File: src/rtl/bram_port_master.sv
// Valid/ready command front-end for a single-port block RAM (port A).
// Reads are tracked through the BRAM latency and returned in order through a credit-limited response FIFO.
module bram_port_master #(
   parameter int ADDR_W     = 32,
   parameter int DATA_W     = 32,
   parameter int RD_LATENCY = 1
) (
   input  logic                  clka,
   input  logic                  rsta_n,
   input  logic                  cmd_valid,
   output logic                  cmd_ready,
   input  logic                  cmd_we,
   input  logic [ADDR_W-1:0]     cmd_addr,
   input  logic [DATA_W-1:0]     cmd_wdata,
   input  logic [DATA_W/8-1:0]   cmd_be,
   output logic                  rsp_valid,
   input  logic                  rsp_ready,
   output logic [DATA_W-1:0]     rsp_rdata,
   output logic [ADDR_W-1:0]     addra,
   output logic [DATA_W-1:0]     dina,
   output logic [DATA_W/8-1:0]   wea,
   output logic                  ena,
   input  logic [DATA_W-1:0]     douta
);
   localparam int BE_W  = DATA_W / 8;
   localparam int DEPTH = RD_LATENCY + 2;
   // The output register holds one response, so the skid buffer behind it needs DEPTH-1 slots.
   localparam int IB_N  = DEPTH - 1;
   localparam int CNT_W = $clog2(DEPTH + 1);
   localparam int PTR_W = $clog2(IB_N);

   logic                  cmd_ready_q;
   logic [CNT_W-1:0]      inflight_q;
   logic [CNT_W-1:0]      inflight_d;
   logic                  ena_q;
   logic [BE_W-1:0]       wea_q;
   logic [ADDR_W-1:0]     addra_q;
   logic [DATA_W-1:0]     dina_q;
   logic                  rd_issue_q;
   logic [RD_LATENCY-1:0] vld_sr_q;
   logic                  rsp_valid_q;
   logic [DATA_W-1:0]     rsp_rdata_q;
   logic [DATA_W-1:0]     ib_mem_q [IB_N];
   logic [PTR_W-1:0]      ib_rd_q;
   logic [PTR_W-1:0]      ib_wr_q;
   logic [CNT_W-1:0]      ib_cnt_q;

   logic accept_s;
   logic rd_accept_s;
   logic pop_s;
   logic push_s;
   logic load_out_s;

   function automatic logic [PTR_W-1:0] ptr_inc(input logic [PTR_W-1:0] p);
      if (p == PTR_W'(IB_N - 1)) begin
         return {PTR_W{1'b0}};
      end else begin
         return p + PTR_W'(1);
      end
   endfunction

   assign accept_s    = cmd_valid && cmd_ready_q;
   assign rd_accept_s = accept_s && !cmd_we;
   assign pop_s       = rsp_valid_q && rsp_ready;
   assign push_s      = vld_sr_q[RD_LATENCY-1];
   assign load_out_s  = !rsp_valid_q || pop_s;

   assign cmd_ready = cmd_ready_q;
   assign rsp_valid = rsp_valid_q;
   assign rsp_rdata = rsp_rdata_q;
   assign addra     = addra_q;
   assign dina      = dina_q;
   assign wea       = wea_q;
   assign ena       = ena_q;

   // Next value of the read credit counter
   always_comb begin
      inflight_d = inflight_q;
      case ({rd_accept_s, pop_s})
         2'b10:   inflight_d = inflight_q + CNT_W'(1);
         2'b01:   inflight_d = inflight_q - CNT_W'(1);
         default: inflight_d = inflight_q;
      endcase
   end

   // Credit counter and registered command-ready
   always_ff @(posedge clka or negedge rsta_n) begin
      if (!rsta_n) begin
         inflight_q  <= {CNT_W{1'b0}};
         cmd_ready_q <= 1'b0;
      end else begin
         inflight_q  <= inflight_d;
         cmd_ready_q <= (inflight_d < CNT_W'(DEPTH));
      end
   end

   // BRAM issue stage: one enable pulse per accepted command, address/data hold when idle
   always_ff @(posedge clka or negedge rsta_n) begin
      if (!rsta_n) begin
         ena_q   <= 1'b0;
         wea_q   <= {BE_W{1'b0}};
         addra_q <= {ADDR_W{1'b0}};
         dina_q  <= {DATA_W{1'b0}};
      end else if (accept_s) begin
         ena_q   <= 1'b1;
         wea_q   <= cmd_we ? cmd_be : {BE_W{1'b0}};
         addra_q <= cmd_addr;
         dina_q  <= cmd_wdata;
      end else begin
         ena_q   <= 1'b0;
         wea_q   <= {BE_W{1'b0}};
      end
   end

   // Read-valid pipeline aligned so its output marks the cycle douta holds read data
   always_ff @(posedge clka or negedge rsta_n) begin
      if (!rsta_n) begin
         rd_issue_q <= 1'b0;
         vld_sr_q   <= {RD_LATENCY{1'b0}};
      end else begin
         rd_issue_q  <= rd_accept_s;
         vld_sr_q[0] <= rd_issue_q;
         for (int i = 1; i < RD_LATENCY; i++) begin
            vld_sr_q[i] <= vld_sr_q[i-1];
         end
      end
   end

   // Response FIFO: registered head with a skid buffer; douta bypasses straight to the head when empty
   always_ff @(posedge clka or negedge rsta_n) begin
      if (!rsta_n) begin
         rsp_valid_q <= 1'b0;
         rsp_rdata_q <= {DATA_W{1'b0}};
         ib_rd_q     <= {PTR_W{1'b0}};
         ib_wr_q     <= {PTR_W{1'b0}};
         ib_cnt_q    <= {CNT_W{1'b0}};
         for (int i = 0; i < IB_N; i++) begin
            ib_mem_q[i] <= {DATA_W{1'b0}};
         end
      end else if (load_out_s) begin
         if (ib_cnt_q != {CNT_W{1'b0}}) begin
            rsp_valid_q <= 1'b1;
            rsp_rdata_q <= ib_mem_q[ib_rd_q];
            ib_rd_q     <= ptr_inc(ib_rd_q);
            if (push_s) begin
               ib_mem_q[ib_wr_q] <= douta;
               ib_wr_q           <= ptr_inc(ib_wr_q);
            end else begin
               ib_cnt_q <= ib_cnt_q - CNT_W'(1);
            end
         end else begin
            rsp_valid_q <= push_s;
            if (push_s) begin
               rsp_rdata_q <= douta;
            end else begin
               rsp_rdata_q <= rsp_rdata_q;
            end
         end
      end else if (push_s) begin
         ib_mem_q[ib_wr_q] <= douta;
         ib_wr_q           <= ptr_inc(ib_wr_q);
         ib_cnt_q          <= ib_cnt_q + CNT_W'(1);
      end else begin
         ib_cnt_q <= ib_cnt_q;
      end
   end

endmodule

File: config.mk
export PLATFORM = sky130hd
export DESIGN_NAME = bram_port_master
export DESIGN_NICKNAME = d
export VERILOG_FILES = /design/src/rtl/bram_port_master.sv
export SDC_FILE = /design/constraint.sdc
export NUM_CORES = 1
export LEC_CHECK = 0
export ABC_CLOCK_PERIOD_IN_PS = 2100
export BUFFER_PORTS_ARGS = -buffer_cell sky130_fd_sc_hd__buf_2
export CELL_PAD_IN_SITES_DETAIL_PLACEMENT = 0
export CELL_PAD_IN_SITES_GLOBAL_PLACEMENT = 1
export CORE_MARGIN = 5
export CORE_UTILIZATION = 25
export CTS_BUF_LIST = sky130_fd_sc_hd__clkbuf_4
export DETAILED_ROUTE_END_ITERATION = 10
export PLACE_DENSITY = 0.58
export SLEW_MARGIN = 25
export SYNTH_ARGS = -nofsm -noshare
export SYNTH_HDL_FRONTEND = slang
export SYNTH_SLANG_ARGS = --single-unit
File: constraint.sdc
create_clock -name clka -period 2.1 [get_ports clka]
set_clock_uncertainty 0.1 [all_clocks]
set_input_delay 0.525 -clock clka [delete_from_list [all_inputs] [get_ports clka]]
set_output_delay 0.525 -clock clka [all_outputs]
set_load 0.01 [all_outputs]
* Word level (Yosys, flattened, before mapping)
Index checks and enable logic that the tools add are counted.
Word-level totals: latch bits 0, bits in read-only memories 0, memories 0, bits in registers 175, bits in writable memories 0, logic and storage cells 69, output and inout bits 103, input port bits 105
Operators by class: bitwise logic cells 2, equality and inequality tests 4, shift operators 0, multiplexer cells 25, $mul 0, $add $sub $neg 6, order comparisons 4, reductions and logical operators 13, divide/modulo/power cells 0
Operators with widths (number):
- 2-to-1 mux 32 bit | 6
- 2-to-1 mux 64 bit | 3
- bitwise mux 64 bit | 1
- demux 32 bit (select 1 bit) | 1
- 2-to-1 mux 2 bit | 4
- 2-to-1 mux 4 bit | 2
- 2-to-1 mux 1 bit | 7
- nonzero test 2 bit | 3
- adder 2 x 1 -> 2 bit (second input constant) | 2
- >= comparator 2 bit (second input constant) | 2
- logical AND 1 bit | 4
- NOT 1 -> 2 bit | 2
- one-hot mux 2 bit (2 select lines) | 1
- AND reduction 2 bit | 2
- subtractor 2 x 1 -> 2 bit (second input constant) | 2
- AND reduction 3 bit | 1
- adder 1 bit (second input constant) | 2
- == test 2 x 1 -> 1 bit (second input constant) | 1
- == test 2 bit (second input constant) | 1
- logical NOT 1 bit | 2
- < comparator 2 x 1 -> 1 bit (second input constant) | 1
- < comparator 2 bit (second input constant) | 1
- inequality test 2 x 1 -> 1 bit (second input constant) | 1
- inequality test 2 bit (second input constant) | 1
- logical OR 1 bit | 1

* Logic depth before layout (Yosys ltp)
depth after elaboration 9, gate-level depth with buffers 8, depth with buffers taken out 7

* Worst setup path after synthesis
No wires, ideal clock.
path type input to register, start input port rsp_ready, end register ib_mem_q[10] in the netlist's numbering, data required time 1872 ps, cell stages on the path 5, path slack 344 ps, buffers on the path 2, arrival 1529 ps, library setup time 128 ps, cells stage by stage nand2b_1 > buf_2 > a21oi_4 > buf_4 > mux2_1
Between the ends: cells in the longest elaborated chain, start to end 3, elaborated cells between the ends (all ways) 4, classes of those cells eq/ne: 1; mux: 1; reduce/logical: 2
Ends and longest elaborated chain:
- from (decl) | RTL line 17 | input logic rsp_ready,
- logical AND 1 bit (*) | RTL line 64 | assign pop_s = rsp_valid_q && rsp_ready;
- logical OR 1 bit (*) | RTL line 66 | assign load_out_s = !rsp_valid_q || pop_s;
- inequality test 2 x 1 -> 1 bit (no line) / 2-to-1 mux 64 bit (equally long branches)
- to (signal, indexed assignment) | RTL line 138 | ib_mem_q[i] <= {DATA_W{1'b0}};
- to (signal, indexed assignment) | RTL line 146 | ib_mem_q[ib_wr_q] <= douta;
- to (signal, indexed assignment) | RTL line 160 | ib_mem_q[ib_wr_q] <= douta;
- to (decl) | RTL line 43 | logic [DATA_W-1:0] ib_mem_q [IB_N];
Mark *: on every way between the ends. The rest lies on a longest branch, timed or not. A chain may end at the register's enable or synchronous reset.

* Worst setup path after layout
start register rsp_valid_q, in the netlist rsp_valid, end output port rsp_valid
RTL lines:
- from (decl) | RTL line 41 | logic rsp_valid_q;
- from (signal assigned) | RTL line 152 | rsp_valid_q <= push_s;
- to (decl) | RTL line 16 | output logic rsp_valid,
No word-level cell between the ends.

==> metrics <==
Area Growth Syn to Fin=32.3%; initial core utilization=25.5%; horizontal die dimension=179 µm; Async S/R FF share, synth=100%; DRC violations left=0; final setup slack of the worst path=329 ps; global placement routability congestion=0.755; Setup crit end kind=output port; first-pass GRT wire length=31.5 mm; final slew viol count=0; Buf/Inv on CP=1; Worst-Skew Late Latency=550 ps; vias in the first global route=5768; buffer cell driving the clock tree root=sky130_fd_sc_hd__clkbuf_4; cell area power density=1270 nW/µm²; instance count of the mapped netlist=607; final HPWL from detailed placement=13.3 mm; routed vias=5276; placeable core region=28000 µm²; critical register-to-register path startpoint=ib_cnt_q[1]; mean routed wirelength per cell=15.5 µm; grt ovf=0; worst setup path class=reg2out; time the final worst path needs with I/O delays and setup=1770 ps; final number of hold-violating endpoints=0; number of sinks handled by clock tree synthesis=175; number of antenna violations at the first check in global routing=1; Worst Max-Slew Pin Slew=587 ps; sequential element share of the synthesized area=61.3%; hold depth=3; Non-Filler Cell Area, Final=9440 µm²; H-tree Lvls=4; # Max-Cap Violations=0; number of core rows=61; CTS resizes=0; worst hold margin=87.5 ps; r2r endpoint=rsp_rdata[6]; clock transition at the registers of the reported paths=180 ps; fraction of final layout cells sized beyond drive strength 1=30.4%; result of the run=finished, final reports clean; combined area of all synthesized cells=7140 µm²; Avg Vias per Cell=4.21; biggest cell delay along the critical path=440 ps; Netlist cell types=35; Critical Path Slowest Stage Cell=sky130_fd_sc_hd__dfrtp_1; Fmax achieved=565 MHz; overall global routing resource usage=12.5%; worst hold-check path type=in2reg; hold-critical path endpoint=addra[21]; worst vdd ir=452 µV; required time of the critical path=1470 ps; number of nets still failing antenna checks after routing=0; wirelength, routed=19.4 mm; Iteration-0 DRC Markers=191; Crit Path Max Fanout=4; kind of start point of the critical path=flip-flop; Total Nets Final=966; largest net degree at the start of global routing=53; Cells after DPL=1172; worst setup timing slack at the placement stage=147 ps; Setup crit start=rsp_valid; Avg Synthesized Cell Area=11.8 µm²; static leakage=4.56 nW; number of buffers on the longest clock path=2; worst reg2reg setup slack=440 ps; number of top-level pins=208; total clock buffers created by CTS=17; post-synthesis register bit count=175; endpoints failing setup=0; area enclosed by the die boundary=32000 µm²; final worst-path cycle share=84.3%; Post-Layout Cell Count=1253; yosys warns=0; placed cell areas=8700 µm²; Post-synth EDFFs=0; kind of cell adding the most delay to the critical path=flip-flops; hold_sp=cmd_addr[21]; Die Ht=179 µm; quantity of I/O buffers inserted on ports=207; Total Neg Setup Slack=0 ps; ys flop type=sky130_fd_sc_hd__dfrtp_1; CTS tree=yes; Initial DRT Pass Iterations=4; data arrival time of the critical path=1150 ps; cell chain of the critical path=buf_2; post-synth net total=713; cell count of the worst reg-to-reg path=3; unrepaired setup endpoints after global routing=false; normalized max-slew margin=60.9%
stage by stage:
stage	total power [mW]	utilization, %
after CTS	12.3	33.7
after floorplan	8.46	-
after global routing	13.0	33.7
after global placement	10.1	31.1
after detailed placement	10.2	31.1
final	12.0	33.7
registers in the layout, indices dropped and copies added (netlist names):
| name | flops |
|---|---|
| ib_wr_q | 1 |
| rd_issue_q | 1 |
| ib_rd_q | 1 |
| rsp_rdata | 32 |
| ena | 1 |
| inflight_q | 2 |
| push_s | 1 |
| wea | 4 |
| addra | 32 |
| ib_cnt_q | 2 |
| rsp_valid | 1 |
| ib_mem_q | 64 |
| dina | 32 |
| cmd_ready | 1 |
power by group:
part	leakage (nW)	switching (mW)	internal (mW)
logic	2.36	2.33	2.20
clock network	0.140	1.30	0.622
registers	2.07	0.771	4.77
synth_stat cells, types with 2 or more instances:
cell type,count,area [µm²]
sky130_fd_sc_hd__o221a_1,32,360
sky130_fd_sc_hd__nand2_1,195,732
sky130_fd_sc_hd__nand3_1,33,165
sky130_fd_sc_hd__a21oi_1,2,10.0
sky130_fd_sc_hd__buf_4,3,22.5
sky130_fd_sc_hd__dfrtp_1,175,4380
sky130_fd_sc_hd__nor2_1,2,7.51
sky130_fd_sc_hd__buf_6,3,33.8
sky130_fd_sc_hd__inv_1,2,7.51
sky130_fd_sc_hd__buf_2,13,65.1
sky130_fd_sc_hd__and3_1,4,25.0
sky130_fd_sc_hd__buf_1,6,22.5
sky130_fd_sc_hd__mux2i_1,32,320
sky130_fd_sc_hd__o21ai_0,2,10.0
sky130_fd_sc_hd__clkbuf_1,14,52.6
sky130_fd_sc_hd__xnor2_1,6,52.6
sky130_fd_sc_hd__nand2b_1,2,12.5
sky130_fd_sc_hd__mux2_1,64,721
cells by family after synthesis:
family                     synth area share, %
xor gates and xnor gates                 0.859
buffers and inverters                     2.91
muxes                                     14.6
DFF                                       61.3
and+or+nand+nor                           13.9
adders and majority gates                0.175
AOI/OAI and AO/OA                         6.19
layer usage:
metal	vias up	GRT usage [%]	wire [µm]	share of wire, %
met3	9	5.27	1870	9.6
met1	2518	16.3	8740	45
li1	2580	-	-	-
met4	0	3.45	158	0.82
met2	169	19.2	8600	44
met5	-	0	0	0
cell type report:
type                            count  area, µm²
Sequential cell                   175       4380
Timing Repair Buffer              273       1740
Inverter                            3       11.3
Antenna cell                        2       5.00
Clock inverter                     14        133
Multi-Input combinational cell    390       2560
Tap cell                          378        473
Fill cell                        2903      18600
Clock buffer                       18        135
cells in the final DEF, fill, tap and decap left out, types with 2 or more instances in the layout:
cell	count
sky130_fd_sc_hd__clkbuf_4	18
sky130_fd_sc_hd__clkinv_2	2
sky130_fd_sc_hd__o21ai_0	2
sky130_fd_sc_hd__dfrtp_1	174
sky130_fd_sc_hd__diode_2	2
sky130_fd_sc_hd__inv_8	2
sky130_fd_sc_hd__a21oi_1	2
sky130_fd_sc_hd__dlygate4sd3_1	47
sky130_fd_sc_hd__a21oi_4	2
sky130_fd_sc_hd__clkinvlp_4	3
sky130_fd_sc_hd__nor2_1	2
sky130_fd_sc_hd__mux2i_1	32
sky130_fd_sc_hd__buf_4	12
sky130_fd_sc_hd__and3_1	4
sky130_fd_sc_hd__clkinv_4	3
sky130_fd_sc_hd__buf_2	206
sky130_fd_sc_hd__buf_12	7
sky130_fd_sc_hd__o221a_1	32
sky130_fd_sc_hd__inv_6	2
sky130_fd_sc_hd__mux2_1	64
sky130_fd_sc_hd__nand2_1	194
sky130_fd_sc_hd__inv_1	2
sky130_fd_sc_hd__nand3_1	33
sky130_fd_sc_hd__xnor2_1	6
timing repair:
action | in CTS | in global routing
hold buffers | 47 | 0
setup buffers | 0 | 0
endpoints found under the hold margin | 75 | 0
worst max-delay path by stage:
| stage | end | cells past startpoint |
|---|---|---|
| after floorplan | ib_mem_q[10] | 5 |
| after global placement | ib_mem_q[55] | 5 |
| after detailed placement | ib_mem_q[21] | 5 |
| after global routing | rsp_valid | 1 |
| after CTS | rsp_valid | 1 |
| final | rsp_valid | 1 |
Power figures use the tool's default switching activity.
